--- config.mk ---
export PLATFORM = sky130hd
export DESIGN_NAME = ram4k_arbiter
export DESIGN_NICKNAME = d
export VERILOG_FILES = /design/src/rtl/ram4k_arbiter.sv
export SDC_FILE = /design/constraint.sdc
export NUM_CORES = 1
export LEC_CHECK = 0
export CORE_MARGIN = 8
export CORE_UTILIZATION = 40
export CTS_CLUSTER_DIAMETER = 50
export CTS_CLUSTER_SIZE = 40
export DETAILED_ROUTE_END_ITERATION = 12
export DONT_BUFFER_PORTS = 1
export GPL_ROUTABILITY_DRIVEN = 0
export GPL_TIMING_DRIVEN = 0
export PLACE_DENSITY = 0.57
export SYNTH_ARGS = -nofsm -noshare
export SYNTH_HDL_FRONTEND = slang
export SYNTH_SLANG_ARGS = --single-unit
--- constraint.sdc ---
create_clock -name clk -period 2.2 [get_ports clk]
set_input_delay 0.44 -clock clk [delete_from_list [all_inputs] [get_ports clk]]
set_output_delay 0.44 -clock clk [all_outputs]
set_load 0.005 [all_outputs]
--- src/rtl/ram4k_arbiter.sv ---
// ram4k_arbiter: shares one single-port synchronous-read RAM between two
// valid/ready requesters using round-robin arbitration. A zero-fill pass runs
// after reset (optional) or on clear_start, before requests are served.
module ram4k_arbiter #(
    parameter int unsigned ADDR_W         = 12,
    parameter int unsigned DATA_W         = 16,
    parameter bit          CLEAR_ON_RESET = 1'b1
) (
    input  logic              clk,
    input  logic              rst_n,
    input  logic              clear_start,
    output logic              clearing,
    input  logic              req0_valid,
    output logic              req0_ready,
    input  logic              req0_write,
    input  logic [ADDR_W-1:0] req0_address,
    input  logic [DATA_W-1:0] req0_data,
    output logic              rsp0_valid,
    output logic [DATA_W-1:0] rsp0_data,
    input  logic              req1_valid,
    output logic              req1_ready,
    input  logic              req1_write,
    input  logic [ADDR_W-1:0] req1_address,
    input  logic [DATA_W-1:0] req1_data,
    output logic              rsp1_valid,
    output logic [DATA_W-1:0] rsp1_data,
    output logic              ram_load,
    output logic [ADDR_W-1:0] ram_address,
    output logic [DATA_W-1:0] ram_data,
    input  logic [DATA_W-1:0] ram_out
);

    typedef enum logic {
        ST_CLEAR = 1'b0,
        ST_RUN   = 1'b1
    } state_e;

    localparam state_e            RESET_STATE = CLEAR_ON_RESET ? ST_CLEAR : ST_RUN;
    localparam logic [ADDR_W-1:0] CNT_LAST    = '1;

    state_e              state_q, state_d;
    logic [ADDR_W-1:0]   clear_cnt_q, clear_cnt_d;
    logic                last_grant_q, last_grant_d;
    logic                rsp0_valid_q, rsp0_valid_d;
    logic                rsp1_valid_q, rsp1_valid_d;

    logic                gnt0_c;
    logic                gnt1_c;
    logic                ram_load_c;

    // State registers; last_grant resets to 1 so port 0 wins the first tie.
    always_ff @(posedge clk or negedge rst_n) begin
        if (!rst_n) begin
            state_q      <= RESET_STATE;
            clear_cnt_q  <= '0;
            last_grant_q <= 1'b1;
            rsp0_valid_q <= 1'b0;
            rsp1_valid_q <= 1'b0;
        end else begin
            state_q      <= state_d;
            clear_cnt_q  <= clear_cnt_d;
            last_grant_q <= last_grant_d;
            rsp0_valid_q <= rsp0_valid_d;
            rsp1_valid_q <= rsp1_valid_d;
        end
    end

    // Next-state, arbitration and RAM drive.
    always_comb begin
        state_d      = state_q;
        clear_cnt_d  = clear_cnt_q;
        last_grant_d = last_grant_q;
        rsp0_valid_d = 1'b0;
        rsp1_valid_d = 1'b0;
        gnt0_c       = 1'b0;
        gnt1_c       = 1'b0;
        clearing     = 1'b0;
        ram_load_c   = 1'b0;
        ram_address  = req0_address;
        ram_data     = '0;

        case (state_q)
            ST_CLEAR: begin
                // clear_start is deliberately ignored here: the fill never restarts.
                clearing    = 1'b1;
                ram_load_c  = 1'b1;
                ram_address = clear_cnt_q;
                ram_data    = '0;
                clear_cnt_d = clear_cnt_q + ADDR_W'(1);
                if (clear_cnt_q == CNT_LAST) begin
                    state_d = ST_RUN;
                end
            end
            ST_RUN: begin
                if (clear_start) begin
                    state_d     = ST_CLEAR;
                    clear_cnt_d = '0;
                end else begin
                    // On a tie the port that did not win last time is granted.
                    gnt0_c = req0_valid & (~req1_valid | last_grant_q);
                    gnt1_c = req1_valid & (~req0_valid | ~last_grant_q);
                    if (gnt0_c) begin
                        last_grant_d = 1'b0;
                        ram_address  = req0_address;
                        ram_load_c   = req0_write;
                        ram_data     = req0_data;
                        rsp0_valid_d = ~req0_write;
                    end else if (gnt1_c) begin
                        last_grant_d = 1'b1;
                        ram_address  = req1_address;
                        ram_load_c   = req1_write;
                        ram_data     = req1_data;
                        rsp1_valid_d = ~req1_write;
                    end
                end
            end
            default: begin
                state_d = RESET_STATE;
            end
        endcase
    end

    // Combinational strobes are held inactive while reset is asserted.
    assign ram_load   = ram_load_c & rst_n;
    assign req0_ready = gnt0_c & rst_n;
    assign req1_ready = gnt1_c & rst_n;

    // Read data passes straight through from the RAM's output register.
    assign rsp0_valid = rsp0_valid_q;
    assign rsp1_valid = rsp1_valid_q;
    assign rsp0_data  = ram_out;
    assign rsp1_data  = ram_out;

endmodule

==> results of run 1 <==
worst max path at each step:
| stage | start | endpoint | slack [ps] | cells after the start |
|---|---|---|---|---|
| after floorplan | state_q$_DFF_PN0_ | ram_data[10] | 460 | 7 |
| after global placement | req1_valid | ram_address[10] | 260 | 4 |
| after detailed placement | req1_valid | ram_address[2] | 230 | 4 |
| after CTS | last_grant_q$_DFFE_PN1P_ | ram_address[2] | 40 | 4 |
| after global routing | last_grant_q$_DFFE_PN1P_ | ram_address[4] | 10 | 4 |
| final | state_q$_DFF_PN0_ | ram_data[14] | 120 | 7 |
worst reg2reg max path: stages (launching register included):
cell and delay (ps):
dfrtp_1 460, ha_1 270, nand4_1 220, or4_1 550
nand3_1 80
through the flow:
stage / hold slack [ps] / setup WS, ps
2_1_floorplan: 144 / 463
3_3_place_gp: 145 / 263
3_5_place_dp: 145 / 232
4_1_cts: 31.8 / 43.0
5_1_grt: 15.9 / 9.52
6_report: 36.2 / 123
logic make-up (layout without fill, tap and decap cells):
logic type      after synthesis  in the layout  synth area share (%)
buf+inv                      52             57                  22.5
flops                        16             16                  25.7
simple gates                 60             60                  20.7
xor+xnor                      3              3                  1.68
fa+ha+maj                     1              1                 0.801
compound gates               63             63                  28.6
registers in the layout, summed over array words and instances, names as in the netlist:
register	count
state_q	1
last_grant_q	1
clear_cnt_q	12
rsp1_valid	1
rsp0_valid	1
metal layers:
| metal | up-vias | track usage [%] |
|---|---|---|
| li1 | 704 | - |
| met1 | 680 | 18.1 |
| met2 | 98 | 30.1 |
| met3 | 8 | 7.18 |
| met4 | 0 | 5.37 |
| met5 | - | 0 |
what timing repair did:
action	CTS	global route
gates resized for setup	1	2
endpoints found under the setup margin	6	10
endpoints found under the hold margin	15	0
pin swaps	0	1
buffers inserted	0	0
hold buffers	1	0
cell type report:
| cell class | count | area, sq um | share of cell area, % |
|---|---|---|---|
| multi-input combinational | 127 | 810 | 47.9 |
| sequential | 16 | 402 | 23.8 |
| buffer | 47 | 334 | 19.8 |
| tap | 48 | 60.1 | 3.56 |
| clock buffer | 4 | 55.1 | 3.26 |
| inverter | 5 | 18.8 | 1.11 |
| timing repair buffer | 1 | 10.0 | 0.593 |
placed cells by master, fill, tap and decap left out, types with 2 or more instances in the layout:
cell and count:
buf_2 6, nor3_1 3, o31ai_1 2, o211ai_1 4, a22o_1 17, nand2_1 8, buf_4 32, nand3_1 20
o21ai_0 16, clkbuf_1 5, xor2_1 2, or4_1 2, nand2b_1 2, nor2_1 12, clkbuf_8 4, nand4_1 4
o41ai_1 2, o311ai_0 2, a31oi_1 13, inv_1 5, buf_6 4, dfrtp_1 15
power by group through the flow:
stage | combinational, mW | clock [mW] | sequential, mW
6_report | 0.410 | 0.255 | 0.413
5_1_grt | 0.456 | 0.278 | 0.424
4_1_cts | 0.411 | 0.258 | 0.414
3_5_place_dp | 0.402 | 0 | 0.418
3_3_place_gp | 0.393 | 0 | 0.419
2_1_floorplan | 0.321 | 0 | 0.401
==> impl_results.md, run 1 <==
- Mapped Cells: between 150 and 200
- Worst Tran Pin Value: 669 ps
- Util after Layout: 45.5%
- Fill count: 372
- Clk sinks: 16
- Number of cell rows: 22
- P_int: 0.680 mW
- Uppermost layer routed: met4
- Number of max-cap violations: 0
- Die Wd: about 79 um
- Top_reg_cell synth: dfrtp_1
- Initial antenna violation count: 0
- Post-Place Cells: roughly 240
- Metal3 WL: between 600 and 700 um
- Total number of yosys warnings: 0
- Largest net degree at the start of global routing: 16
- Root buf cell: clkbuf_8
- Count leader, synth: buf_4
- Critical R2R Capture: clear_cnt_q[10]$_DFFE_PN0P_
- Fin Clk Skew: about 4.3 ps
- Placed cell areas: 1620 sq um
- Worst VDD drop: 0.276 mV
- Cell variety after synth: 40
- Max Freq: 481 MHz
- Core ar.: about 3700 sq um
- CP max-delay cell: dfrtp_1
- Layout area overhead: 8.09%
- Most frequent cells after synthesis: buf_4, nand3_1, a22o_1, o21ai_0, dfrtp_1
- Worst Path Max Fanout: 10
- Pre-antenna DRT Iters: 4
- Tot Pwr: around 1.1 mW
- Reg2reg path depth: 4
- N_diodes: 0
- Global-route wire length before repair: between 8000 and 9000 um
- Sw Pwr: approximately 0.40 mW
- Vias in the first global route: about 1600
- Starting Density: a little over two fifths
- RSZ-0062 raised after global routing: false
- Netlist Area Pre-Place: around 1600 sq um
- Logic gate share of total power: about 38%
- Tmin final: about 2100 ps
- CP cell instances: buf_6 > nor2b_4 > buf_6 > and3_4 > buf_6 > buf_6 > a22o_1
- Met1 Wirelength: ~2000 um
- Reg-to-Reg Start: clear_cnt_q[1]$_DFFE_PN0P_
- # nets final: about 280
- Top cell type's share of synthesized area: 24.0%
- I/O pin count: around 150
- WL met2: slightly below 3000 um
- Final setup fails: 0
- Crit path max-delay family: buffers and inverters
- Pwr/cell area: around 640 nW/um^2
- CTS tree: done
- Final cell count without fillers: about 250
- Sequential share of power: between 30% and 40%
- CTS buffer count: 3
- Final TNS setup: 0 ps
- H-tree depth: 1
- Layout cell share with drive strength beyond 1: a little over a quarter
- Most used cell, CP: buf_6
- Syn Nets: 275
- Leakage: between 0.7 and 0.8 nW
- Max incr delay on CP: ~370 ps
- Crit path kind: flip-flop to output pin
- DPL Wire Length: about 4800 um
- Drt initial violations: 97
- Worst skew pair latency: 240 ps
- Worst setup SP type: flip-flop
- Synth area leaders: dfrtp_1, buf_4, a22o_1
- Cell taking the most area after synthesis: dfrtp_1
- Die Y: slightly below 80 um
- Post-synth EDFFs: 0
- Avg WL per Cell: roughly 23 um
- GRT Resource Usage Total: 17.1%
- Routed Antenna Nets: 0
- Final WL: 5670 um
- Worst EP required: 1760 ps
- Final period util: between 90% and 100%
- CP arrival: roughly 1600 ps
- Slew margin rel.: 55.2%
- Max Slew Vio Count: 0
- Final instance area: ~1700 sq um
- Avg Inst Size Synth: 8.01 sq um
- Final Hold Fails: 0
- DIE AREA: 6160 sq um
- Clk slew on worst S/H paths: 60 ps
- Via density per instance: 6.01
- Crit end category: output pin
- Sequential area share after synthesis: around a quarter
- Total grt overflow: 0
- Ys async rst share: 100%
- # port buffers: 0
- Sw frac: between 30% and 40%
- Clock power share: a little under a quarter
- Run status: finished clean
- Number of synthesized register bits: 16
- Crit path buf inv count: 4
- Clock Path Buffers: 2
- DR vias: 1490
- R2r setup slk: 570 ps
- DRC violations left: 0
- Worst Hold Class: input pin to asynchronous set/reset pin
Power figures use the tool's default switching activity.
==> inputs of run 2 (changes only) <==
- CELL_PAD_IN_SITES_DETAIL_PLACEMENT: unset -> 1
- CELL_PAD_IN_SITES_GLOBAL_PLACEMENT: unset -> 2
- CORE_MARGIN: 8 -> 3
- CORE_UTILIZATION: 40 -> 30
- PLACE_DENSITY: 0.57 -> 0.82
- SKIP_LAST_GASP: unset -> 1
==> impl_results.md, run 2 (synthesized netlist as in run 1, its figures left out) <==
- Run status: finished clean
- Clock power share: between 20% and 30%
- Pre-CTS worst setup slack: 183 ps
- Max incr delay on CP: ~340 ps
- P_int: around 0.65 mW
- Logic gate share of total power: 38.4%
- Number of max-cap violations: 0
- Max Freq: 479 MHz
- Largest register FFs: 12
- Max Slew Vio Count: 0
- Final Hold Fails: 0
- Final worst setup slack: roughly 110 ps
- Worst Path Max Fanout: 10
- Die Wd: about 80 um
- Util after Layout: about a third
- Avg WL per Cell: just under 20 um
- H-tree depth: 1
- RSZ-0062 raised after global routing: true
- Leakage: 0.705 nW
- Starting Density: about a third
- Final period util: 94.9%
- CP cell instances: buf_6 > nand2b_1 > nor2_2 > buf_2 > a22o_1
- Layout cell share with drive strength beyond 1: 26.0%
- Pwr/cell area: 616 nW/um^2
- DR vias: 1498
- Layout area overhead: 8.97%
- Commonest non-fill, non-tap cells in the layout: buf_4, nand3_1, a22o_1, o21ai_0, dfrtp_1
- Number of cell rows: 25
- Global-route wire length before repair: roughly 7700 um
- Vias in the first global route: around 1500
- Worst Hold Class: input pin to asynchronous set/reset pin
- Clk sinks: 16
- DRC violations left: 0
- CP arrival: about 1700 ps
- CP max-delay cell: dfrtp_1
- Total grt overflow: 0
- Setup Fix Bufs, Post-CTS: 0
- Pre-antenna DRT Iters: 4
- # port buffers: 0
- Via density per instance: between 5 and 6
- Clk slew on worst S/H paths: about 70 ps
- Root buf cell: clkbuf_8
- Slew margin rel.: 52.1%
- Largest net degree at the start of global routing: 16
- Clock Path Buffers: 2
- Core ar.: 4880 sq um
- Crit end category: output pin
- I/O pin count: roughly 150
- Worst skew pair latency: around 250 ps
- Initial antenna violation count: 0
- Sw Pwr: roughly 0.4 mW
- Routed Antenna Nets: 0
- Worst setup SP type: flip-flop
- Commonest non-fill, non-tap cell in the layout: buf_4
- Final WL: roughly 5200 um
- DIE AREA: between 6000 and 7000 sq um
- Worst Tran Pin Value: roughly 720 ps
- Fin Clk Skew: between 2 and 3 ps
- Tmin final: 2090 ps
- Reg with most FFs: clear_cnt_q
- CTS tree: done
- DPL Wire Length: around 4200 um
- Crit path kind: flip-flop to output pin
- N_diodes: 0
- Sequential share of power: just under 40%
- Worst VDD drop: roughly 0.24 mV
- Sw frac: a little under two fifths
- Final setup fails: 0
- GRT Resource Usage Total: between 10% and 20%
- Die Y: approximately 80 um
- # nets final: ~280
- Drt initial violations: 49
- Worst EP required: roughly 1800 ps
- CTS buffer count: 3
[run 2: repair_timing]
item,in CTS,in global routing
endpoints found under the hold margin,15,0
gates resized for setup,1,2
pin swaps,0,0
endpoints found under the setup margin,7,9
hold buffers,1,0
[run 2: power by group through the flow]
stage	Clock (mW)	Combinational, mW	Sequential [mW]
6_report	0.229	0.403	0.418
3_5_place_dp	0	0.398	0.422
2_1_floorplan	0	0.321	0.401
3_3_place_gp	0	0.391	0.420
5_1_grt	0.246	0.459	0.428
4_1_cts	0.236	0.408	0.418
[run 2: worst paths after layout]
path	to	slack [ps]	cells after the start	start
worst min register to register	last_grant_q$_DFFE_PN1P_	490	2	last_grant_q$_DFFE_PN1P_
worst max-delay path	ram_data[10]	110	5	state_q$_DFF_PN0_
max in group asynchronous	rsp0_valid$_DFF_PN0_	1060	1	rst_n
worst max register to register	clear_cnt_q[10]$_DFFE_PN0P_	560	4	clear_cnt_q[1]$_DFFE_PN0P_
worst min-delay path	last_grant_q$_DFFE_PN1P_	30	0	rst_n
min in group clk	rsp1_valid$_DFF_PN0_	260	1	req1_write
[run 2: cell type report]
type	instances	area (sq um)
plain buffers	47	334
clock buffers	4	45.0
fillers	607	3180
inverters	5	18.8
multi-input cells	127	810
flip-flops and latches	16	402
well taps	67	83.8
repair buffers	1	10.0
[run 2: routing by layer]
| metal | vias up | track usage [%] | wire length [um] |
|---|---|---|---|
| met2 | 74 | 24.9 | 2530 |
| met1 | 720 | 21.6 | 2280 |
| met4 | 0 | 4.90 | 36 |
| met5 | - | 0 | 0 |
| li1 | 700 | - | - |
| met3 | 4 | 1.61 | 319 |
[run 2: through the flow]
step	TNS (ps)	total power, mW	hold WS, ps	instances	instance area (sq um)
after floorplan	0	0.722	144	195	1560
after global placement	0	0.811	145	262	1650
after detailed placement	0	0.820	145	262	1650
after CTS	0	1.06	28.9	267	1700
after global routing	-2.04	1.13	19.2	267	1700
final	0	1.05	32.5	267	1700
[run 2: worst max-delay path: cells and delay by family (launching register included)]
family                 cells  cell delay (ps)
AO/OA/AOI/OAI              1              200
buffers and inverters      2              400
flip-flops                 1              340
AND/OR/NAND/NOR            2              460
==> inputs of run 3 (changes only) <==
- MAX_ROUTING_LAYER: unset -> met4
==> impl_results.md, run 3 (synthesized netlist as in run 1, its figures left out) <==
- Largest register FFs: 12
- Reg area: between 400 and 500 sq um
- Global-route wire length before repair: 7750 um
- Clk slew on worst S/H paths: ~70 ps
- Util after Layout: 34.9%
- Worst Hold Class: input pin to asynchronous set/reset pin
- Core ar.: 4880 sq um
- RSZ-0062 raised after global routing: true
- Worst VDD drop: 0.239 mV
- Largest net degree at the start of global routing: 16
- Pre-antenna DRT Iters: 4
- Fin Clk Skew: about 3.1 ps
- Area occupied by multi-input gates: roughly 810 sq um
- Commonest non-fill, non-tap cells in the layout: buf_4, nand3_1, a22o_1, o21ai_0, dfrtp_1
- Hold slack: about 33 ps
- Worst EP required: around 1800 ps
- Avg WL per Cell: between 15 and 20 um
- Run status: finished clean
- CTS buffer count: 3
- Root buf cell: clkbuf_8
- Max Slew Vio Count: 0
- Clk sinks: 16
- Final setup fails: 0
- Reg with most FFs: clear_cnt_q
- CTS tree: done
- Commonest non-fill, non-tap cell in the layout: buf_4
- # nets final: between 200 and 300
- Tmin final: between 2000 and 2500 ps
- Reg2reg path depth: 4
- Worst setup SP type: flip-flop
- Final Hold Fails: 0
- DIE AREA: 6110 sq um
- Via density per instance: about 5.6
- DR vias: roughly 1500
- Logic gate share of total power: between 30% and 40%
- Drt initial violations: 54
- Sequential share of power: about two fifths
- Vias in the first global route: 1480
- Slew margin rel.: around half
- Total grt overflow: 0
- DPL Wire Length: between 4000 and 5000 um
- Clock power share: 21.8%
- Final period util: 94.9%
- Leakage: 0.705 nW
- GRT Resource Usage Total: around 16%
- Die Y: roughly 80 um
- Sw Pwr: roughly 0.40 mW
- Crit path kind: flip-flop to output pin
- Layout cell share with drive strength beyond 1: between 20% and 30%
- # port buffers: 0
- Fill count: between 600 and 700
- Starting Density: between 30 and 40%
- N_diodes: 0
- Number of max-cap violations: 0
- Max Freq: roughly 480 MHz
- Routed Antenna Nets: 0
- Initial antenna violation count: 0
- Clock Path Buffers: 2
- Number of cell rows: 25
- Final WL: around 5200 um
- Die Wd: approximately 78 um
- Sw frac: between 30% and 40%
- Crit end category: output pin
- P_int: between 0.6 and 0.7 mW
- Worst Tran Pin Value: approximately 730 ps
- DRC violations left: 0
- I/O pin count: 145
- Layout area overhead: 8.97%
- Pwr/cell area: around 620 nW/um^2
- CP arrival: around 1700 ps
- Worst Path Max Fanout: 10
- Worst skew pair latency: 250 ps
- H-tree depth: 1
run 3: cell counts in the layout (fill, tap and decap cells not counted):
Identical to the previous run, type by type.
run 3: critical path, stage by stage (launching register included):
cell and delay, ps:
dfrtp_1 340, buf_6 130, nand2b_1 180, nor2_2 280
buf_2 270, a22o_1 200
run 3: final cells by class:
type                       instances  area share, %
timing repair buffer               1          0.588
buffer                            47           19.6
clock buffer                       4           2.65
inverter                           5           1.10
multi-input combinational        127           47.5
tap                               67           4.92
sequential                        16           23.6
run 3: path summary, 6_finish.rpt:
check / slack [ps] / from / endpoint
worst max register to register: 560 / clear_cnt_q[1]$_DFFE_PN0P_ / clear_cnt_q[10]$_DFFE_PN0P_
max in group asynchronous: 1040 / rst_n / rsp1_valid$_DFF_PN0_
min in group clk: 260 / req1_write / rsp1_valid$_DFF_PN0_
worst min register to register: 490 / last_grant_q$_DFFE_PN1P_ / last_grant_q$_DFFE_PN1P_
worst max-delay path: 110 / state_q$_DFF_PN0_ / ram_data[10]
worst min-delay path: 30 / rst_n / last_grant_q$_DFFE_PN1P_
run 3: per-layer routing:
| metal | GRT usage (%) | wire length (um) | vias up |
|---|---|---|---|
| met5 | - | 0 | - |
| met4 | 4.90 | 36 | 0 |
| met3 | 1.26 | 318 | 4 |
| met2 | 24.9 | 2530 | 76 |
| met1 | 21.9 | 2270 | 719 |
| li1 | - | - | 699 |
run 3: power groups by stage:
stage                     logic (mW)  registers [mW]  clock network (mW)
final                          0.403           0.418               0.229
after global routing           0.458           0.428               0.248
after CTS                      0.408           0.418               0.236
after detailed placement       0.398           0.422                   0
after global placement         0.391           0.420                   0
after floorplan                0.321           0.401                   0
run 3: metrics by stage:
stage / setup slack [ps] / setup TNS, ps / std cells / cell area, sq um / power, mW
after floorplan: 463 / 0 / 195 / 1560 / 0.722
after global placement: 194 / 0 / 262 / 1650 / 0.811
after detailed placement: 183 / 0 / 262 / 1650 / 0.820
after CTS: 26.3 / 0 / 267 / 1700 / 1.06
after global routing: -2.04 / -2.04 / 267 / 1700 / 1.13
final: 111 / 0 / 267 / 1700 / 1.05
run 3: timing repair:
item,in CTS,in global routing
gates resized for setup,1,2
hold buffers,1,0
hold endpoints to repair,15,0
buffers inserted,0,0
setup endpoints to repair,7,9
